<file path="config.mk">
export PLATFORM = sky130hd
export DESIGN_NAME = instr_sequencer
export DESIGN_NICKNAME = d
export VERILOG_FILES = /design/src/rtl/instr_sequencer.sv
export SDC_FILE = /design/constraint.sdc
export NUM_CORES = 1
export LEC_CHECK = 0
export ABC_AREA = 1
export CAP_MARGIN = 20
export CORE_MARGIN = 4
export CORE_UTILIZATION = 45
export DETAILED_ROUTE_END_ITERATION = 16
export PLACE_DENSITY = 0.79
export SETUP_SLACK_MARGIN = 0.1
export SLEW_MARGIN = 15
export SYNTH_ARGS = -nofsm -noshare
export SYNTH_HDL_FRONTEND = slang
export SYNTH_SLANG_ARGS = --single-unit
export TNS_END_PERCENT = 20
</file>
<file path="constraint.sdc">
create_clock -name clk -period 1.5 [get_ports clk]
set_clock_uncertainty 0.15 [all_clocks]
set_input_delay 0.3 -clock clk [delete_from_list [all_inputs] [get_ports clk]]
set_output_delay 0.3 -clock clk [all_outputs]
set_load 0.1 [all_outputs]
</file>
<file path="src/rtl/instr_sequencer.sv">
// Multi-cycle integer-datapath sequencer: fetch over req/ack, decode, iterative shift, exec, write-back.
// Optional performance counters (retired_cnt, stall_cnt) are enabled by defining SEQ_PERF_CNT_EN.
module instr_sequencer #(
   parameter int XLEN          = 32,
   parameter int SHAMT_W       = 5,
   parameter int FETCH_TIMEOUT = 15
) (
   input  logic            clk,
   input  logic            rst_n,
   input  logic            run,
   output logic            instr_req,
   input  logic            instr_ack,
   input  logic [XLEN-1:0] instr_rdata,
   output logic [3:0]      alu_op,
   output logic            shift_cond,
   output logic            load_int_cond,
   output logic            shift_step,
   output logic            alu_en,
   output logic            reg_write,
   output logic            pc_inc,
   output logic            busy,
   output logic            fault
`ifdef SEQ_PERF_CNT_EN
   ,
   output logic [31:0]     retired_cnt,
   output logic [31:0]     stall_cnt
`endif
);

   localparam int TMO_W = $clog2(FETCH_TIMEOUT + 1);

   typedef enum logic [2:0] {
      ST_IDLE   = 3'd0,
      ST_FETCH  = 3'd1,
      ST_DECODE = 3'd2,
      ST_SHIFT  = 3'd3,
      ST_EXEC   = 3'd4,
      ST_WB     = 3'd5
   } state_t;

   state_t             state_r;
   state_t             state_next_s;
   logic [XLEN-1:0]    ir_r;
   logic [SHAMT_W-1:0] shift_cnt_r;
   logic [SHAMT_W-1:0] shamt_s;
   logic [TMO_W-1:0]   tmo_cnt_r;
   logic               timeout_s;

   function automatic logic is_shift_funct(input logic [3:0] funct);
      return (funct == 4'd0) || (funct == 4'd2);
   endfunction

   assign shamt_s   = ir_r[4 +: SHAMT_W];
   assign timeout_s = (state_r == ST_FETCH) && !instr_ack &&
                      (tmo_cnt_r == TMO_W'(FETCH_TIMEOUT - 1));

   // Next-state selection; ack takes priority over the timeout on the last allowed cycle
   always_comb begin
      state_next_s = state_r;
      case (state_r)
         ST_IDLE: begin
            if (run && !fault) state_next_s = ST_FETCH;
            else               state_next_s = ST_IDLE;
         end
         ST_FETCH: begin
            if (instr_ack)      state_next_s = ST_DECODE;
            else if (timeout_s) state_next_s = ST_IDLE;
            else                state_next_s = ST_FETCH;
         end
         ST_DECODE: begin
            if (is_shift_funct(ir_r[3:0]) && (shamt_s != {SHAMT_W{1'b0}})) state_next_s = ST_SHIFT;
            else                                                           state_next_s = ST_EXEC;
         end
         ST_SHIFT: begin
            if (shift_cnt_r == SHAMT_W'(1)) state_next_s = ST_WB;
            else                            state_next_s = ST_SHIFT;
         end
         ST_EXEC: state_next_s = ST_WB;
         ST_WB: begin
            if (run) state_next_s = ST_FETCH;
            else     state_next_s = ST_IDLE;
         end
         default: state_next_s = ST_IDLE;
      endcase
   end

   // State, datapath counters and registered outputs decoded from the next state
   always_ff @(posedge clk or negedge rst_n) begin
      if (!rst_n) begin
         state_r       <= ST_IDLE;
         ir_r          <= {XLEN{1'b0}};
         shift_cnt_r   <= {SHAMT_W{1'b0}};
         tmo_cnt_r     <= {TMO_W{1'b0}};
         instr_req     <= 1'b0;
         shift_step    <= 1'b0;
         alu_en        <= 1'b0;
         reg_write     <= 1'b0;
         pc_inc        <= 1'b0;
         busy          <= 1'b0;
         fault         <= 1'b0;
         alu_op        <= 4'd0;
         shift_cond    <= 1'b0;
         load_int_cond <= 1'b0;
      end else begin
         state_r    <= state_next_s;
         instr_req  <= (state_next_s == ST_FETCH);
         shift_step <= (state_next_s == ST_SHIFT);
         alu_en     <= (state_next_s == ST_EXEC);
         reg_write  <= (state_next_s == ST_WB);
         pc_inc     <= (state_next_s == ST_WB);
         busy       <= (state_next_s != ST_IDLE);

         if (timeout_s) fault <= 1'b1;

         if ((state_r == ST_FETCH) && !instr_ack && !timeout_s) tmo_cnt_r <= tmo_cnt_r + TMO_W'(1);
         else                                                   tmo_cnt_r <= {TMO_W{1'b0}};

         if ((state_r == ST_FETCH) && instr_ack) ir_r <= instr_rdata;

         if (state_r == ST_DECODE)     shift_cnt_r <= shamt_s;
         else if (state_r == ST_SHIFT) shift_cnt_r <= shift_cnt_r - SHAMT_W'(1);

         // IR loads on the same edge, so decode straight from the fetched word
         case (state_next_s)
            ST_DECODE: begin
               alu_op        <= instr_rdata[3:0];
               shift_cond    <= is_shift_funct(instr_rdata[3:0]);
               load_int_cond <= instr_rdata[XLEN-1];
            end
            ST_SHIFT, ST_EXEC, ST_WB: begin
               alu_op        <= alu_op;
               shift_cond    <= shift_cond;
               load_int_cond <= load_int_cond;
            end
            default: begin
               alu_op        <= 4'd0;
               shift_cond    <= 1'b0;
               load_int_cond <= 1'b0;
            end
         endcase
      end
   end

`ifdef SEQ_PERF_CNT_EN
   // Retired-instruction and fetch-stall counters, both free-running with wrap
   always_ff @(posedge clk or negedge rst_n) begin
      if (!rst_n) begin
         retired_cnt <= 32'd0;
         stall_cnt   <= 32'd0;
      end else begin
         if (state_r == ST_WB)                  retired_cnt <= retired_cnt + 32'd1;
         if ((state_r == ST_FETCH) && !instr_ack) stall_cnt <= stall_cnt + 32'd1;
      end
   end
`endif

endmodule
</file>
==> metrics.md <==
| Metric | Value |
|---|---|
| Status | complete, but fails checks |
| Failing checks | setup timing |
| HPWL after DPL | 2.31 mm |
| Largest net degree at the start of global routing | 33 |
| Worst r2r dst | busy |
| Worst IR Drop VDD | 1.05 mV |
| Routed length on met1 | 1.32 mm |
| Fraction of registers with async set/reset | 100% |
| Worst R2R Path Depth | 7 |
| Initial Utilization | 47.9% |
| Max-slew headroom | 80.1% |
| Synth area leaders | dfrtp_1 (54%), nand2_1 (14%), inv_1 (3.5%) |
| Hold WC Path Type | in -> async |
| Initial antenna violation count | 0 |
| Critical setup path kind | reg -> reg |
| First-pass GRT wire length | 5.38 mm |
| Max Fanout on Critical Path | 2 |
| Hold Fails Final Rpt | 0 |
| CP Capture Type | register |
| Area of the mapped netlist | 0.00149 sq mm |
| Highest routed layer | met4 |
| Cells after DPL | 236 |
| Fin cells | 250 |
| CTS Buffer Depth | 2 |
| Number of distinct library cells after synthesis | 31 |
| Die height | 65.5 um |
| Total power | 4.83 mW |
| FF-to-FF Start | tmo_cnt_r[0] |
| Final Instance Area | 0.00220 sq mm |
| DR WL met2 | 1.71 mm |
| FP Rows | 20 |
| Core ar. | 0.00310 sq mm |
| Worst slew pin tran | 298 ps |
| Yosys warns | 0 |
| Flop2flop setup slack | -10 ps |
| TritonRoute pass-1 iters | 4 |
| # DRC | 0 |
| All-layer global routing usage | 16.6% |
| Via count | 1,205 |
| Worst EP arrival | 1580 ps |
| Wirelength, routed | 3.27 mm |
| Met3 WL | 155 um |
| Worst skew pair latency | 340 ps |
| Remaining antenna violation count | 0 |
| CTS buffer count | 5 |
| Most frequent cells after synthesis | nand2_1 (54), dfrtp_1 (32), inv_1 (14), nor2_1 (10) |
| Syn Inst Count | 158 |
| Hold buffers post-CTS | 0 |
| Die X | 65.5 um |
| CTS root buf | clkbuf_4 |
| Number of diodes | 0 |
| Final worst slack | -13.7 ps |
| PD cells | 2190 mW/mm^2 |
| Drt via density | 4.82 |
| Final GP Congestion | 0.776 |
| I/O Buffers | 26 |
| Reg clk slew, reported paths | 100 ps |
| Critical Path Source | tmo_cnt_r[0] |
| RSZ-0062 raised after global routing | yes |
| DP Worst Slack | -209 ps |
| Syn-to-layout area delta | 48.3% |
| Final setup viols | 1 |
| Final Critical Period | 1510 ps |
| Max cap viols | 0 |
| 1st-iter DRT viols | 40 |
| Capture point of the worst path | busy |
| Post-synth EDFFs | 0 |
| TritonCTS clock tree | built |
| Share of layout cells above drive strength 1 | 35.9% |
| # IOs | 49 |
| Vias in the first global route | 1,242 |
| Net Count, Synth | 198 |
| Grt total ovfl | 0 |
| Fmax | 0.661 GHz |
| Area leader, netlist | dfrtp_1 |
| WL per Instance | 13.1 um |
| H-tree depth | 2 |
| Flops & latches, synth | 32 |
| Element type at the critical path start | register |
| Top-count cell post-synth | nand2_1 |
| Seq/Total Area, Yosys | 53.9% |
| Lkg Pwr | 1.07 nW |
| Die Area | 0.00429 sq mm |
| Max-slew violation count | 0 |
| Synth top area share | 53.9% |
| Period Utilization, post-route | 101% |
| Top FF cell, synth | dfrtp_1 |
| Worst path required time | 1560 ps |
| Post-Route Setup TNS | -13.7 ps |
| Final nets | 245 |
| Synth Area per Inst | 9.41 sq um |
| Fillers | 247 |
| Clock Sinks | 32 |
| Post-DP Area | 0.00201 sq mm |
worst min-delay path by stage:
stage                  from      endpoint  slack [ps]  depth (start not counted)
floorplan             rst_n        alu_en        -150                          0
global placement    ir_r[0]       ir_r[0]         320                          2
detailed placement  ir_r[0]       ir_r[0]         330                          2
CTS                   rst_n       ir_r[5]         150                          2
global route          rst_n  tmo_cnt_r[3]         150                          2
finish                rst_n  tmo_cnt_r[0]         160                          2
flip-flops by register name, indices dropped and copies added (netlist names):
name,count
ir_r,8
shift_cnt_r,5
alu_op,4
tmo_cnt_r,4
state_r,3
alu_en,1
busy,1
fault,1
instr_req,1
load_int_cond,1
pc_inc,1
shift_cond,1
shift_step,1
layout by cell type, fill, tap and decap left out, types with 2 or more instances in the layout:
cell             count
nand2_2              6
inv_1               11
buf_4               14
a22oi_1              2
nand3_2              2
nand2_1             50
xnor2_1              2
dfrtp_2              3
nor2_2               7
ha_1                 2
inv_2                5
xor2_1               2
dfrtp_1             28
clkdlybuf4s50_1     13
nor2_4               3
nand2_4              3
clkbuf_4             5
nor2_1               6
buf_12              14
nand3_4              2
nand3_1              2
nand4_1              2
o21ai_0              4
worst max-delay path, cell delays in order (launching register included):
cell,delay [ps]
dfrtp_1,390
inv_1,60
ha_2,170
nand3_2,90
nand3_2,90
nand3b_1,160
nor2_2,170
nand4_1,100
power by group:
group	switching, mW	internal [mW]	leakage [nW]
clock network	0.297	0.349	0.0422
registers	0.301	1.18	0.409
logic	1.66	1.04	0.618
total	2.26	2.57	1.07
through the flow:
| step | utilization (%) | hold WS (ps) |
|---|---|---|
| finish | 71.0 | 161 |
| global route | 71.0 | 153 |
| CTS | 68.6 | 154 |
| detailed placement | 64.6 | 333 |
| global placement | 64.6 | 325 |
| floorplan | - | -146 |
cell families after synthesis:
group                    count (synthesis)  share of synthesized area [%]
XOR/XNOR                                 4                           2.36
AND/OR/NAND/NOR                         88                           29.6
buffers and inverters                   18                           5.30
AO/OA/AOI/OAI                           12                           5.47
flip-flops                              32                           53.9
adder cells (fa/ha/maj)                  4                           3.37
timing repair:
| action | in CTS | in global routing |
|---|---|---|
| pin swaps | 3 | 10 |
| resized for setup | 8 | 15 |
| buffers inserted | 3 | 3 |
| endpoints found under the setup margin | 26 | 36 |
| gates cloned | 0 | 0 |
routing by layer:
metal  global-route usage (%)  vias to the layer above
met5                        0                        -
met4                     7.77                        0
met3                     5.47                        9
met2                     28.3                       28
met1                     18.7                      580
li1                         -                      588
cell type report:
type | count | area [sq um] | area share (%)
well taps | 44 | 55.1 | 2.50
clock inverters | 2 | 35.0 | 1.59
clock buffers | 6 | 41.3 | 1.87
multi-input cells | 108 | 678 | 30.8
repair buffers | 42 | 527 | 23.9
inverters | 16 | 60.1 | 2.72
flip-flops and latches | 32 | 808 | 36.7
(Power assumes the default switching activity.)
